File: src/rtl/ex_mem_stage.sv
// EX->MEM pipeline register for the RV32I core: resolves branches and jumps, issues PC
// redirects, and holds the MEM-stage control/data along with the forwarding source.
module ex_mem_stage #(
  parameter int DATA_WIDTH = 32,
  parameter int PC_W       = 32,
  parameter int REG_ADDR_W = 5
) (
  input  logic                  clk,
  input  logic                  reset,
  input  logic                  stall,
  input  logic                  flush,
  input  logic                  ex_valid,
  input  logic [PC_W-1:0]       ex_pc,
  input  logic [DATA_WIDTH-1:0] ex_imm,
  input  logic [DATA_WIDTH-1:0] alu_result,
  input  logic [DATA_WIDTH-1:0] ex_rs2,
  input  logic [REG_ADDR_W-1:0] ex_rd,
  input  logic                  ex_reg_write,
  input  logic                  ex_mem_read,
  input  logic                  ex_mem_write,
  input  logic                  ex_mem_to_reg,
  input  logic                  ex_branch,
  input  logic                  ex_jal,
  input  logic                  ex_jalr,
  output logic                  mem_valid,
  output logic [DATA_WIDTH-1:0] mem_result,
  output logic [DATA_WIDTH-1:0] mem_wdata,
  output logic [REG_ADDR_W-1:0] mem_rd,
  output logic                  mem_reg_write,
  output logic                  mem_mem_read,
  output logic                  mem_mem_write,
  output logic                  mem_mem_to_reg,
  output logic                  redirect,
  output logic [PC_W-1:0]       redirect_pc,
  output logic                  misalign,
  output logic                  fwd_we
);

  logic                  valid_q;
  logic [DATA_WIDTH-1:0] result_q;
  logic [DATA_WIDTH-1:0] wdata_q;
  logic [REG_ADDR_W-1:0] rd_q;
  logic                  reg_write_q;
  logic                  mem_read_q;
  logic                  mem_write_q;
  logic                  mem_to_reg_q;
  logic                  taken_q;
  logic [PC_W-1:0]       target_q;

  logic                  taken_d;
  logic [PC_W-1:0]       target_d;
  logic [PC_W-1:0]       link_pc;
  logic [DATA_WIDTH-1:0] result_d;
  logic                  squash;

  // Target selection and link value; the immediate is sign-extended into the PC width
  always_comb begin
    taken_d  = ex_valid & (ex_jal | ex_jalr | (ex_branch & alu_result[0]));
    link_pc  = ex_pc + PC_W'(4);
    target_d = ex_pc + PC_W'($signed(ex_imm));
    if (ex_jalr) begin
      target_d = PC_W'(alu_result) & ~PC_W'(1);
    end
    result_d = alu_result;
    if (ex_jal | ex_jalr) begin
      result_d = DATA_WIDTH'(link_pc);
    end
  end

  assign squash = redirect;

  // Stall holds everything; a redirect squashes the wrong-path instruction behind it
  always_ff @(posedge clk) begin
    if (reset) begin
      valid_q      <= 1'b0;
      result_q     <= '0;
      wdata_q      <= '0;
      rd_q         <= '0;
      reg_write_q  <= 1'b0;
      mem_read_q   <= 1'b0;
      mem_write_q  <= 1'b0;
      mem_to_reg_q <= 1'b0;
      taken_q      <= 1'b0;
      target_q     <= '0;
    end else if (stall) begin
      valid_q <= valid_q;
    end else if (flush | squash) begin
      valid_q      <= 1'b0;
      reg_write_q  <= 1'b0;
      mem_read_q   <= 1'b0;
      mem_write_q  <= 1'b0;
      mem_to_reg_q <= 1'b0;
      taken_q      <= 1'b0;
    end else begin
      valid_q      <= ex_valid;
      result_q     <= result_d;
      wdata_q      <= ex_rs2;
      rd_q         <= ex_rd;
      reg_write_q  <= ex_valid & ex_reg_write & ~ex_branch;
      mem_read_q   <= ex_valid & ex_mem_read;
      mem_write_q  <= ex_valid & ex_mem_write;
      mem_to_reg_q <= ex_valid & ex_mem_to_reg;
      taken_q      <= taken_d;
      target_q     <= target_d;
    end
  end

  assign mem_valid      = valid_q;
  assign mem_result     = result_q;
  assign mem_wdata      = wdata_q;
  assign mem_rd         = rd_q;
  assign mem_reg_write  = valid_q & reg_write_q & (rd_q != '0);
  assign mem_mem_read   = valid_q & mem_read_q;
  assign mem_mem_write  = valid_q & mem_write_q;
  assign mem_mem_to_reg = mem_to_reg_q;
  assign redirect       = valid_q & taken_q;
  assign redirect_pc    = target_q;
  assign misalign       = valid_q & taken_q & target_q[1];
  assign fwd_we         = mem_reg_write & ~mem_mem_read;

endmodule
File: config.mk
export PLATFORM = sky130hd
export DESIGN_NAME = ex_mem_stage
export DESIGN_NICKNAME = d
export VERILOG_FILES = /design/src/rtl/ex_mem_stage.sv
export SDC_FILE = /design/constraint.sdc
export NUM_CORES = 1
export LEC_CHECK = 0
export ABC_CLOCK_PERIOD_IN_PS = 2820
export CAP_MARGIN = 5
export CORE_MARGIN = 2
export CORE_UTILIZATION = 45
export DETAILED_ROUTE_END_ITERATION = 16
export DONT_BUFFER_PORTS = 1
export PLACE_DENSITY_LB_ADDON = 0.1
export SYNTH_ARGS = -nofsm -noshare
export SYNTH_HDL_FRONTEND = slang
export SYNTH_SLANG_ARGS = --single-unit
File: constraint.sdc
create_clock -name clk -period 2.82 [get_ports clk]
set_clock_uncertainty 0.15 [all_clocks]
set_input_delay 0.564 -clock clk [delete_from_list [all_inputs] [get_ports clk]]
set_output_delay 0.564 -clock clk [all_outputs]
set_load 0.05 [all_outputs]
==> results.json <==
{
  "synth_cell_types": 61,
  "grt_pass1_vias": 6156,
  "synth_seq_area_share_pct": 32.9,
  "syn_inst": 863,
  "cts-root-buf": "clkbuf_16",
  "drv_slew": 0,
  "grt_pass1_wl_um": 34400,
  "gr-total-overflow": 0,
  "pin_count": 254,
  "hold_class": "in -> reg",
  "crit_path_max_fanout": 3,
  "rsz0062_at_grt": "no",
  "drtAntennaViolNets": 0,
  "cts_tree": "done",
  "leakagePower_nw": 2.84,
  "finish.utilization_pct": 51.7,
  "dpl.hpwl_um": 16600,
  "wire_per_inst_um": 20.8,
  "firstDrtPassIters": 4,
  "r2r_end": "redirect_pc[27]$_SDFFE_PP0P_",
  "syn_nets": 1041,
  "cellPowerDensity_mw_per_mm2": 552,
  "row_count": 43,
  "outcome": "completed",
  "yosysTopAreaCell": "dfxtp_1",
  "fill_cells": 1398,
  "drive_gt1_share_pct": 10.6,
  "placement.io_buffers": 0,
  "dr.first_iter.drc_count": 513,
  "path_class": "in -> reg",
  "fmax_ghz": 0.367,
  "regToRegSetupSlack_ns": 0.72,
  "switching_share_pct": 35.8,
  "internal_power_mw": 2.57,
  "grt_max_degree": 103,
  "sequentialPowerShare_pct": 48.0,
  "netlist_area_mm2": 0.00652,
  "p_sw_mw": 1.44,
  "clk_latency_ns": 0.35,
  "start_util_pct": 46.4,
  "area_delta_synth_final_pct": 11.5,
  "hp-start": "reset",
  "synth_edf_count": 0,
  "hold-path-cell-count": 1,
  "drt-total-wl_um": 21900,
  "synthFlopType": "dfxtp_1",
  "pwr-share-clk_pct": 31.3,
  "cap_violations": 0,
  "clockBufferDepth": 2,
  "die_x_um": 124,
  "fp.dieH_um": 124,
  "period_share_pct": 96.7,
  "clk_pin_slew_worst_paths_ns": 0.08,
  "route.detailed.drc": 0,
  "via_per_inst": 6.09,
  "antenna_found_initial": 0,
  "setup-violations-final": 0,
  "n_antenna_cell": 0,
  "cp-start-kind": "primary input",
  "r2r.worst_path.cells": 5,
  "synth.avg_cell_area_um2": 7.55,
  "ctsHoldBuffers": 0,
  "crit_required_ns": 2.92,
  "holdWs_ns": 0.134,
  "core-area_mm2": 0.0140,
  "cp.arrival_ns": 2.83,
  "hold_viol": 0,
  "dieArea_mm2": 0.0155,
  "worst_pin_slew_ns": 0.736,
  "cts_made_buffers": 9,
  "h-tree-depth": 3,
  "reg2reg_from": "mem_valid$_SDFFE_PP0N_",
  "fin_crit_ns": 2.73,
  "synthTopCellsByArea": "dfxtp_1 33%, a21oi_1 8.8%, nand2_1 8.1%",
  "endpoint_kind": "register",
  "async_flop_share_pct": 0,
  "clkSinkCount": 107,
  "ys_ff_latch": 107,
  "nets": 1044,
  "track_usage_pct": 27.3,
  "vdd_drop_max_uv": 268,
  "place_congestion": 0.896,
  "yosys_warnings": 0,
  "combPwrFrac_pct": 20.6,
  "num_vias": 6400,
  "holdPathEnd": "mem_result[14]$_SDFFE_PP0P_",
  "worst_slew_margin_rel_pct": 50.9,
  "synthDominantCellAreaShare_pct": 32.9
}
synth_stat cells, types with 2 or more instances:
| library cell | count |
|---|---|
| a211o_1 | 2 |
| a211oi_1 | 24 |
| o311a_1 | 2 |
| a31o_2 | 3 |
| mux2i_1 | 2 |
| and3_1 | 10 |
| or2_2 | 2 |
| ha_1 | 32 |
| a21oi_1 | 114 |
| o21ai_0 | 45 |
| dfxtp_1 | 107 |
| nor4_2 | 2 |
| nand2_1 | 141 |
| a21o_1 | 20 |
| nor3b_1 | 2 |
| a2111oi_0 | 2 |
| a221oi_1 | 2 |
| nor4_1 | 3 |
| and2_1 | 6 |
| o21bai_1 | 4 |
| nor2_1 | 94 |
| o211ai_1 | 13 |
| nand4_1 | 16 |
| a311oi_1 | 6 |
| nand2b_1 | 2 |
| xor2_1 | 25 |
| and4_1 | 6 |
| a32o_1 | 2 |
| a32oi_1 | 3 |
| nor2b_1 | 2 |
| o2111ai_1 | 2 |
| xnor2_1 | 28 |
| inv_1 | 4 |
| clkinv_1 | 2 |
| nand3_1 | 23 |
| buf_2 | 5 |
| a31oi_1 | 12 |
| buf_1 | 2 |
| clkbuf_1 | 57 |
| o211a_1 | 5 |
| nor3_1 | 7 |
| or3_1 | 3 |
metrics by stage:
stage / TNS, ns / power (mW) / worst slack, ns / instance area (um^2) / instances
global placement: -1.06 / 2.76 / -0.172 / 6970 / 1035
detailed placement: -2.00 / 2.78 / -0.255 / 6970 / 1035
floorplan: -0.108 / 2.54 / -0.0792 / 6530 / 863
finish: 0 / 4.01 / 0.0920 / 7270 / 1051
CTS: 0 / 4.03 / 0.119 / 7250 / 1051
global route: 0 / 4.21 / 0.00831 / 7270 / 1051
area by class of cell:
class                           count  area, um^2  area share (%)
Sequential cell                   107        2140            29.5
Clock buffer                       10         229            3.15
Tap cell                          180         225            3.10
Clock inverter                      6        56.3           0.775
Timing Repair Buffer               56         445            6.13
Multi-Input combinational cell    686        4150            57.1
Inverter                            6        22.5           0.310
per-layer routing:
| metal | global-route usage (%) | share of wire [%] | wire [um] |
|---|---|---|---|
| met1 | 35.3 | 43 | 9420 |
| met2 | 45.3 | 47 | 10300 |
| met3 | 6.79 | 8.1 | 1770 |
| met4 | 7.34 | 2.0 | 447 |
| met5 | 0 | 0 | 0 |
power groups by stage:
stage	logic [mW]	clock network, mW	registers [mW]
floorplan	0.592	0	1.95
global placement	0.802	0	1.96
detailed placement	0.813	0	1.96
CTS	0.818	1.29	1.93
global route	0.918	1.36	1.93
finish	0.827	1.26	1.93
cells by family after synthesis:
logic type | after synthesis | share of synthesized area, %
AOI/OAI and AO/OA | 275 | 27.1
xor gates and xnor gates | 53 | 7.12
adders and majority gates | 33 | 6.45
buffers and inverters | 70 | 4.13
DFF | 107 | 32.9
muxes | 3 | 0.537
and+or+nand+nor | 322 | 21.8
repair_timing:
item,CTS,global route
setup endpoints to repair,0,1
setup buffers,0,0
gates resized for setup,0,1
worst max path at each step:
stage | startpoint | end | cells past startpoint
CTS | ex_pc[0] | redirect_pc[30]$_SDFFE_PP0P_ | 10
finish | ex_pc[0] | redirect_pc[30]$_SDFFE_PP0P_ | 10
floorplan | ex_pc[0] | redirect_pc[28]$_SDFFE_PP0P_ | 10
global route | ex_pc[12] | redirect_pc[29]$_SDFFE_PP0P_ | 9
detailed placement | ex_pc[0] | redirect_pc[30]$_SDFFE_PP0P_ | 10
global placement | ex_pc[0] | redirect_pc[30]$_SDFFE_PP0P_ | 10
cell usage in the layout, fill, tap and decap left out, types with 3 or more instances in the layout:
master / n
a21o_1: 20
buf_4: 54
nor2_1: 94
nand4_1: 16
xnor2_1: 28
o21ai_0: 45
nand2_1: 141
o211a_1: 5
nand3_1: 23
a211oi_1: 24
nor4_1: 3
xor2_1: 25
a311oi_1: 6
ha_1: 31
a31o_2: 3
and3_1: 10
o211ai_1: 13
and2_1: 6
and4_1: 6
o21bai_1: 4
nor3_1: 6
a21oi_1: 114
a31oi_1: 12
dfxtp_1: 107
clkbuf_16: 9
a32oi_1: 3
inv_1: 4
critical path: stages:
cell and delay (ns):
ha_4 0.15, fa_2 0.37, a21o_1 0.19, a221o_2 0.39
a21oi_1 0.17, o2111ai_1 0.21, a31oi_1 0.26, nor3_1 0.10
mux2i_1 0.13, o311a_1 0.29
(Power assumes the default switching activity.)
